`config.mk`:
```
export PLATFORM = sky130hd
export DESIGN_NAME = irq_input_conditioner
export DESIGN_NICKNAME = d
export VERILOG_FILES = /design/src/rtl/irq_cond_pkg.sv /design/src/rtl/irq_channel_filter.sv /design/src/rtl/irq_input_conditioner.sv
export SDC_FILE = /design/constraint.sdc
export NUM_CORES = 1
export LEC_CHECK = 0
export ABC_AREA = 1
export CAP_MARGIN = 20
export CORE_MARGIN = 2
export CORE_UTILIZATION = 50
export CTS_BUF_LIST = sky130_fd_sc_hd__clkbuf_8
export CTS_CLUSTER_DIAMETER = 80
export DETAILED_ROUTE_END_ITERATION = 16
export PLACE_DENSITY = 0.91
export SLEW_MARGIN = 15
export SYNTH_ARGS = -nofsm -noshare
export SYNTH_HDL_FRONTEND = slang
export SYNTH_SLANG_ARGS = --single-unit
```
`constraint.sdc`:
```
create_clock -name pclk_i -period 2.4 [get_ports pclk_i]
set_clock_uncertainty 0.05 [all_clocks]
set_input_delay 0.48 -clock pclk_i [delete_from_list [all_inputs] [get_ports pclk_i]]
set_output_delay 0.48 -clock pclk_i [all_outputs]
set_load 0.03 [all_outputs]
```
`src/rtl/irq_cond_pkg.sv`:
```
// Shared constants for the interrupt input conditioner: register map, reset values, defaults.
package irq_cond_pkg;

    localparam int NUM_IRQ_DEF     = 4;
    localparam int FILT_W_DEF      = 8;
    localparam int SYNC_STAGES_DEF = 2;

    localparam logic [31:0] ADDR_CTRL   = 32'h0000_0000;
    localparam logic [31:0] ADDR_MODE   = 32'h0000_0004;
    localparam logic [31:0] ADDR_FILT   = 32'h0000_0008;
    localparam logic [31:0] ADDR_STATUS = 32'h0000_000C;

    localparam logic        RST_EN   = 1'b0;
    localparam logic [31:0] RST_EDGE = 32'h0;
    localparam logic [31:0] RST_POL  = 32'h0;
    localparam logic [31:0] RST_FILT = 32'h0;

    function automatic logic addr_is_bad(input logic [31:0] addr);
        return (addr[1:0] != 2'b00) || (addr > ADDR_STATUS);
    endfunction

endpackage

```
`src/rtl/irq_channel_filter.sv`:
```
// One interrupt channel: synchronizer, debounce counter, update event and active level.
// upd_o/act_nxt_o describe the value the filter takes at the coming clock edge.
module irq_channel_filter #(
    parameter int FILT_W      = 8,
    parameter int SYNC_STAGES = 2
) (
    input  logic              pclk_i,
    input  logic              rst_n_i,
    input  logic              raw_i,
    input  logic              pol_i,
    input  logic [FILT_W-1:0] n_i,
    output logic              upd_o,
    output logic              act_o,
    output logic              act_nxt_o
);

    logic [SYNC_STAGES-1:0] sync_q;
    logic                   s;
    logic                   f_q, f_d;
    logic [FILT_W-1:0]      c_q, c_d;

    assign s = sync_q[SYNC_STAGES-1];

    always_comb begin
        f_d   = f_q;
        c_d   = c_q;
        upd_o = 1'b0;
        if (s == f_q) begin
            c_d = '0;
        end else if (c_q == n_i) begin
            f_d   = s;
            c_d   = '0;
            upd_o = 1'b1;
        end else begin
            // A count already past a freshly lowered N keeps running and wraps.
            c_d = c_q + 1'b1;
        end
    end

    assign act_o     = f_q ^ pol_i;
    assign act_nxt_o = f_d ^ pol_i;

    always_ff @(posedge pclk_i or negedge rst_n_i) begin
        if (!rst_n_i) begin
            sync_q <= '0;
            f_q    <= 1'b0;
            c_q    <= '0;
        end else begin
            sync_q <= {sync_q[SYNC_STAGES-2:0], raw_i};
            f_q    <= f_d;
            c_q    <= c_d;
        end
    end

endmodule

```
`src/rtl/irq_input_conditioner.sv`:
```
// Conditions raw async interrupt sources into triggers for interrupt_controller_v2,
// with APB-programmable debounce, polarity, level/pulse mode and sticky event status.
module irq_input_conditioner
    import irq_cond_pkg::*;
#(
    parameter int NUM_IRQ     = NUM_IRQ_DEF,
    parameter int FILT_W      = FILT_W_DEF,
    parameter int SYNC_STAGES = SYNC_STAGES_DEF
) (
    input  logic               pclk_i,
    input  logic               rst_n_i,
    input  logic               psel_i,
    input  logic               penable_i,
    input  logic               pwrite_i,
    input  logic [31:0]        paddr_i,
    input  logic [31:0]        pwdata_i,
    output logic [31:0]        prdata_o,
    output logic               pready_o,
    output logic               pslverr_o,
    input  logic [NUM_IRQ-1:0] irq_raw_i,
    output logic [NUM_IRQ-1:0] irq_trigger_o
);

    logic               addr_bad;
    logic               wr_en;
    logic               en_q, en_d;
    logic [NUM_IRQ-1:0] edge_q, edge_d;
    logic [NUM_IRQ-1:0] pol_q, pol_d;
    logic [NUM_IRQ-1:0] evt_q, evt_d;
    logic [NUM_IRQ-1:0] trig_q, trig_d;
    logic [FILT_W-1:0]  n_q, n_d;
    logic [NUM_IRQ-1:0] evt_clr;
    logic [NUM_IRQ-1:0] upd, act, act_nxt;
    logic               unused_pwdata;

    assign addr_bad      = addr_is_bad(paddr_i);
    assign wr_en         = psel_i & penable_i & pwrite_i & ~addr_bad;
    assign pready_o      = 1'b1;
    assign pslverr_o     = psel_i & penable_i & addr_bad;
    assign irq_trigger_o = trig_q;
    assign unused_pwdata = ^pwdata_i;

    for (genvar i = 0; i < NUM_IRQ; i++) begin : g_chan
        irq_channel_filter #(
            .FILT_W      (FILT_W),
            .SYNC_STAGES (SYNC_STAGES)
        ) u_filt (
            .pclk_i    (pclk_i),
            .rst_n_i   (rst_n_i),
            .raw_i     (irq_raw_i[i]),
            .pol_i     (pol_q[i]),
            .n_i       (n_q),
            .upd_o     (upd[i]),
            .act_o     (act[i]),
            .act_nxt_o (act_nxt[i])
        );
    end

    always_comb begin
        en_d    = en_q;
        edge_d  = edge_q;
        pol_d   = pol_q;
        n_d     = n_q;
        evt_clr = '0;
        if (wr_en) begin
            case (paddr_i)
                ADDR_CTRL:   en_d = pwdata_i[0];
                ADDR_MODE: begin
                    edge_d = pwdata_i[NUM_IRQ-1:0];
                    pol_d  = pwdata_i[4 +: NUM_IRQ];
                end
                ADDR_FILT:   n_d = pwdata_i[FILT_W-1:0];
                ADDR_STATUS: evt_clr = pwdata_i[NUM_IRQ-1:0];
                default: ;
            endcase
        end
        // A new event in the same cycle as its W1C wins.
        evt_d  = (evt_q & ~evt_clr) | (upd & act_nxt);
        trig_d = {NUM_IRQ{en_q}} & ((edge_q & upd & act_nxt) | (~edge_q & act_nxt));
    end

    always_comb begin
        prdata_o = '0;
        if (psel_i && !pwrite_i && !addr_bad) begin
            case (paddr_i)
                ADDR_CTRL:   prdata_o[0] = en_q;
                ADDR_MODE: begin
                    prdata_o[NUM_IRQ-1:0] = edge_q;
                    prdata_o[4 +: NUM_IRQ] = pol_q;
                end
                ADDR_FILT:   prdata_o[FILT_W-1:0] = n_q;
                ADDR_STATUS: begin
                    prdata_o[NUM_IRQ-1:0] = evt_q;
                    prdata_o[8 +: NUM_IRQ] = act;
                end
                default: ;
            endcase
        end
    end

    always_ff @(posedge pclk_i or negedge rst_n_i) begin
        if (!rst_n_i) begin
            en_q   <= RST_EN;
            edge_q <= RST_EDGE[NUM_IRQ-1:0];
            pol_q  <= RST_POL[NUM_IRQ-1:0];
            n_q    <= RST_FILT[FILT_W-1:0];
            evt_q  <= '0;
            trig_q <= '0;
        end else begin
            en_q   <= en_d;
            edge_q <= edge_d;
            pol_q  <= pol_d;
            n_q    <= n_d;
            evt_q  <= evt_d;
            trig_q <= trig_d;
        end
    end

endmodule
```
# Yosys cells after proc, flatten, opt, wreduce, memory -nomap -nowiden
# Index checks and enable logic that the tools add are counted.
totals:
  reg_bits: 69
  input_bits: 73
  elab_cells: 98
classes:
  addsub: 4
  order_cmp: 1
  eq_ne: 11
  mux: 31
  n_bitwise: 23
  reduce_logical: 10
ops:
  columns: ["operator", "n"]
  rows:
  - ["$eq 32x4->1 const B", 2]
  - ["$mux 8", 8]
  - ["$add 8x1->8 const B", 4]
  - ["$eq 32x3->1 const B", 1]
  - ["$eq 8x8->1", 4]
  - ["$gt 32x4->1 const B", 1]
  - ["$logic_not 32->1", 1]
  - ["$and 4x4->4", 6]
  - ["$mux 1", 16]
  - ["$mux 12", 1]
  - ["$mux 4", 3]
  - ["$pmux 3 s3", 1]
  - ["$not 4->4", 2]
  - ["$or 4x4->4", 2]
  - ["$pmux 4 s2", 1]
  - ["$xor 1x1->1", 8]
  - ["$reduce_and 2->1", 3]
  - ["$and 1x1->1", 4]
  - ["$eq 1x1->1", 4]
  - ["$pmux 1 s4", 1]
  - ["$logic_and 1x1->1", 2]
  - ["$logic_not 1->1", 2]
  - ["$reduce_bool 2->1", 1]
  - ["$logic_or 1x1->1", 1]
  - ["$not 1->1", 1]

# Logic depth before layout (Yosys ltp)
depth:
  depth_word: 8
  mapped_depth: 10

# Cells and area by module
# Synthesis repeated with hierarchy kept, for this count alone.
hier_totals:
  cells_unflattened: 629
  area_unflattened_um2: 4380.5
by_module_without_submodules:
  columns: ["mod", "instances", "cells_each", "area_per_inst_um2"]
  rows:
  - ["irq_channel_filter", 4, 91, 660.6]
  - ["irq_input_conditioner", 1, 265, 1737.9]

# Worst setup path before layout
# No wires, ideal clock.
synth_timing:
  kind: "input -> output"
  startpoint: "in paddr_i[13]"
  endpoint: "out prdata_o[4]"
  arrival_ps: 1864
  t_required_ps: 1870
  setup_slack_ps: 6
  cell_stages: 9
  n_path_buf: 0
  cell_sequence: "nor2_1 -> nand2_1 -> nor2_4 -> nand2_2 -> a21oi_2 -> nand2_1 -> nor2_2 -> inv_1 -> a21oi_1"
synth_between:
  elab_chain_cells: 5
  elab_cells_between_ends: 8
  cone_classes: "1 x order compare; 2 x eq/ne; 2 x mux; 3 x reduce/logical"
synth_lines:
  columns: ["item", "line", "source"]
  rows:
  - ["start, declared", "irq_input_conditioner.sv:15", "input logic [31:0] paddr_i,"]
  - ["$gt 32x4->1", "irq_cond_pkg.sv:19", "return (addr[1:0] != 2'b00) || (addr > ADDR_STATUS);"]
  - ["$logic_or 1x1->1", "irq_cond_pkg.sv:19", null]
  - ["$logic_not 1->1", "irq_input_conditioner.sv:84", "if (psel_i && !pwrite_i && !addr_bad) begin"]
  - ["$logic_and 1x1->1", "irq_input_conditioner.sv:84", null]
  - ["$mux 12 (*)", "irq_input_conditioner.sv:84", null]
  - ["end, declared", "irq_input_conditioner.sv:17", "output logic [31:0] prdata_o,"]
# Mark *: on every way between the ends. The rest lies on a longest branch, timed or not.

# Worst setup path after layout
layout_timing:
  startpoint: "in paddr_i[10]"
  endpoint: "out prdata_o[3]"
# Same word-level chain as after synthesis.

==> impl_results.md <==
* Result of the run: complete, but fails checks
* Failing checks: negative setup slack
* Layout cells sized above 1 at 0.269
* Worst hold-check path type: input pin to asynchronous set/reset pin
* Routability congestion estimate at 0.876
* Avg WL per Cell at 16.4 um
* Placed cells at 704
* Post-layout utilization of the core at 0.695
* DRT iter0 DRCs at 375
* Flip-flop and latch count after synthesis at 69
* Detail Placement HPWL at 7210 um
* Root buffer selected by CTS: clkbuf_8
* First-pass iteration count of the detailed router at 7
* Total core area at 0.00781 mm^2
* Crit path time final at 2500 ps
* Final routed wirelength across all metal layers at 12100 um
* Sinks on Clock Net at 69
* Die footprint at 0.00888 mm^2
* CTS Buffer Depth at 2
* I/O pins at 111
* Endpoint of the worst register-to-register path: evt_q[3]$_DFF_PN0_
* Met3 track demand over resource in global routing at 0.0626
* Total clock buffers created by CTS at 9
* Global route hottest layer: met2
* Initial Util at 0.521
* Met2 global-route usage at 0.466
* Depth of the worst register-to-register path at 8
* Final worst hold slack at 82.1 ps
* H-tree levels at 3
* Critical path launch point: paddr_i[10]
* Height of the die at 94.2 um
* Worst setup slack after layout at -103 ps
* Critical path endpoint category: output pin
* DRC at 0
* Leading post-synthesis cells by cell area: dfrtp_1, nand2_1, nor2_1
* Post-route non-filler standard cell count at 738
* Average via count per standard cell at 5.49
* Most frequent cells in the layout: nand2_1, dfrtp_1, nor2_1
* Clock network latency to the later pin of the worst-skew pair at 360 ps
* Cell accounting for the most synthesized area: dfrtp_1
* Maximum vdd ir drop at 340 uV
* Final antenna-violating net count at 0
* Fraction of met1 tracks used by global routing at 0.274
* Vias in the first global route at 3848
* Share of Yosys cell area claimed by the top area cell type at 0.424
* Clock tree from TritonCTS: done
* DP Worst Slack at -412 ps
* Ratio of total power to cell area at 489 mW/mm^2
* Register-to-register path setup slack at 510 ps
* Setup crit start kind: input pin
* Fill cells at 518
* CP required at 1870 ps
* Most frequent standard cell in the layout excluding fill and tap cells: nand2_1
* Final count of hold timing violations at 0
* Unrepaired setup endpoints after global routing: yes
* Maximum fanout encountered on the critical timing path at 3
* Post-route cell area at 0.00542 mm^2
* Signal arrival time at the worst endpoint at 1970 ps
* Yosys warning total at 0
* Number of port buffers at 65
* Reg-to-Reg Start: n_q[4]$_DFFE_PN0P_
* Horizontal extent of the die at 94.2 um
* Sequential share of the synthesized area at 0.424
* Design Power at 2.65 mW
* Number of cells produced by synthesis at 521
* Placed inst area at 0.00491 mm^2
* Overall global routing resource usage at 0.262
* Mean post-synth cell area at 7.81 um^2
* Clock transition at the register clock pins on the worst setup and hold paths after CTS at 90 ps
* Maximum number of pins on one net before global-route repair at 70
* Final number of max-transition violations at 0
* Final cycle utilization of the critical path at 1.04
* Synth cell types at 32
* Setup violations, final at 12
* Ant. Diodes at 0
* Highest Clock Rate at 400 MHz
* Leakage power figure at 2.62 nW
* Vias after detailed routing at 4049
* Initial antenna violation count at 0
* Post-synth design cell area at 0.00407 mm^2
* Max Cap Violations at 0
* Crit path kind: input pin to output pin
* Final-stage net count at 708
* Wire length of the first global-routing pass at 17700 um
* Total gr overflow at 0
* Summed negative setup slack over all endpoints at -788 ps
* Standard-cell rows at 32
* Area added between synthesis and finish at 33.3%
* Number of hold-repair buffers added at the cts stage at 0
registers in the layout, indices dropped and copies added (netlist names):
register              flops
n_q                       8
g_chan.u_filt.sync_q      8
g_chan.u_filt.c_q        32
edge_q                    4
en_q                      1
evt_q                     4
irq_trigger_o             4
g_chan.u_filt.f_q         4
pol_q                     4
final cells by class:
cell class | count | area [um^2] | area share
clock buffer | 9 | 124 | 0.0228
clock inverter | 7 | 124 | 0.0228
inverter | 54 | 214 | 0.0394
multi-input combinational | 387 | 2170 | 0.400
sequential | 69 | 1730 | 0.318
tap | 102 | 128 | 0.0235
timing repair buffer | 110 | 936 | 0.173
repair_timing:
action / 4_1_cts / 5_1_grt
gates resized for setup: 108 / 62
buffers inserted: 14 / 3
cloned: 1 / 0
endpoints found under the setup margin: 13 / 13
pin swaps: 35 / 37
synth_stat cells, drive strengths merged:
cell type	count
a21oi	16
a31o	1
a31oi	3
and3	4
buf	31
conb	2
dfrtp	69
ha	4
inv	54
nand2	128
nand3	38
nand3b	4
nand4	4
nor2	81
nor3	10
nor3b	1
o21ai	25
or2	3
xnor2	29
xor2	14
worst max path at each step:
stage,slack (ps),cells past startpoint,end
after floorplan,6,9,prdata_o[4]
after global placement,-400,12,prdata_o[8]
after detailed placement,-410,11,prdata_o[4]
after CTS,-20,12,prdata_o[8]
after global routing,-150,12,prdata_o[2]
final,-100,12,prdata_o[3]
per-layer routing:
| layer | vias up | routed length [um] |
|---|---|---|
| met2 | 299 | 5870 |
| met4 | 0 | 885 |
| met5 | - | 0 |
| met3 | 83 | 1130 |
| met1 | 1856 | 4200 |
| li1 | 1811 | - |
cells by family after synthesis:
logic type                 share of synthesized area
and+or+nand+nor                                0.302
buffers and inverters                          0.105
DFF                                            0.424
AOI/OAI and AO/OA                             0.0627
xor gates and xnor gates                      0.0926
adders and majority gates                     0.0123
other                                        0.00185
power breakdown:
part	leakage, nW	internal [mW]	total (mW)	switching [mW]
sequential	0.852	1.18	1.21	0.0245
clock	0.120	0.695	1.18	0.480
combinational	1.65	0.108	0.265	0.157
worst max-delay path, cell delays in order:
cell,delay [ps]
clkdlybuf4s15_1,170
nor2_1,100
nand2_1,100
inv_2,120
nand2_4,80
a21oi_4,140
nand2_2,90
nor2_4,160
buf_4,140
o21ai_2,70
nor2_1,130
buf_4,180
Note: power is estimated with default switching activity, not from simulation.
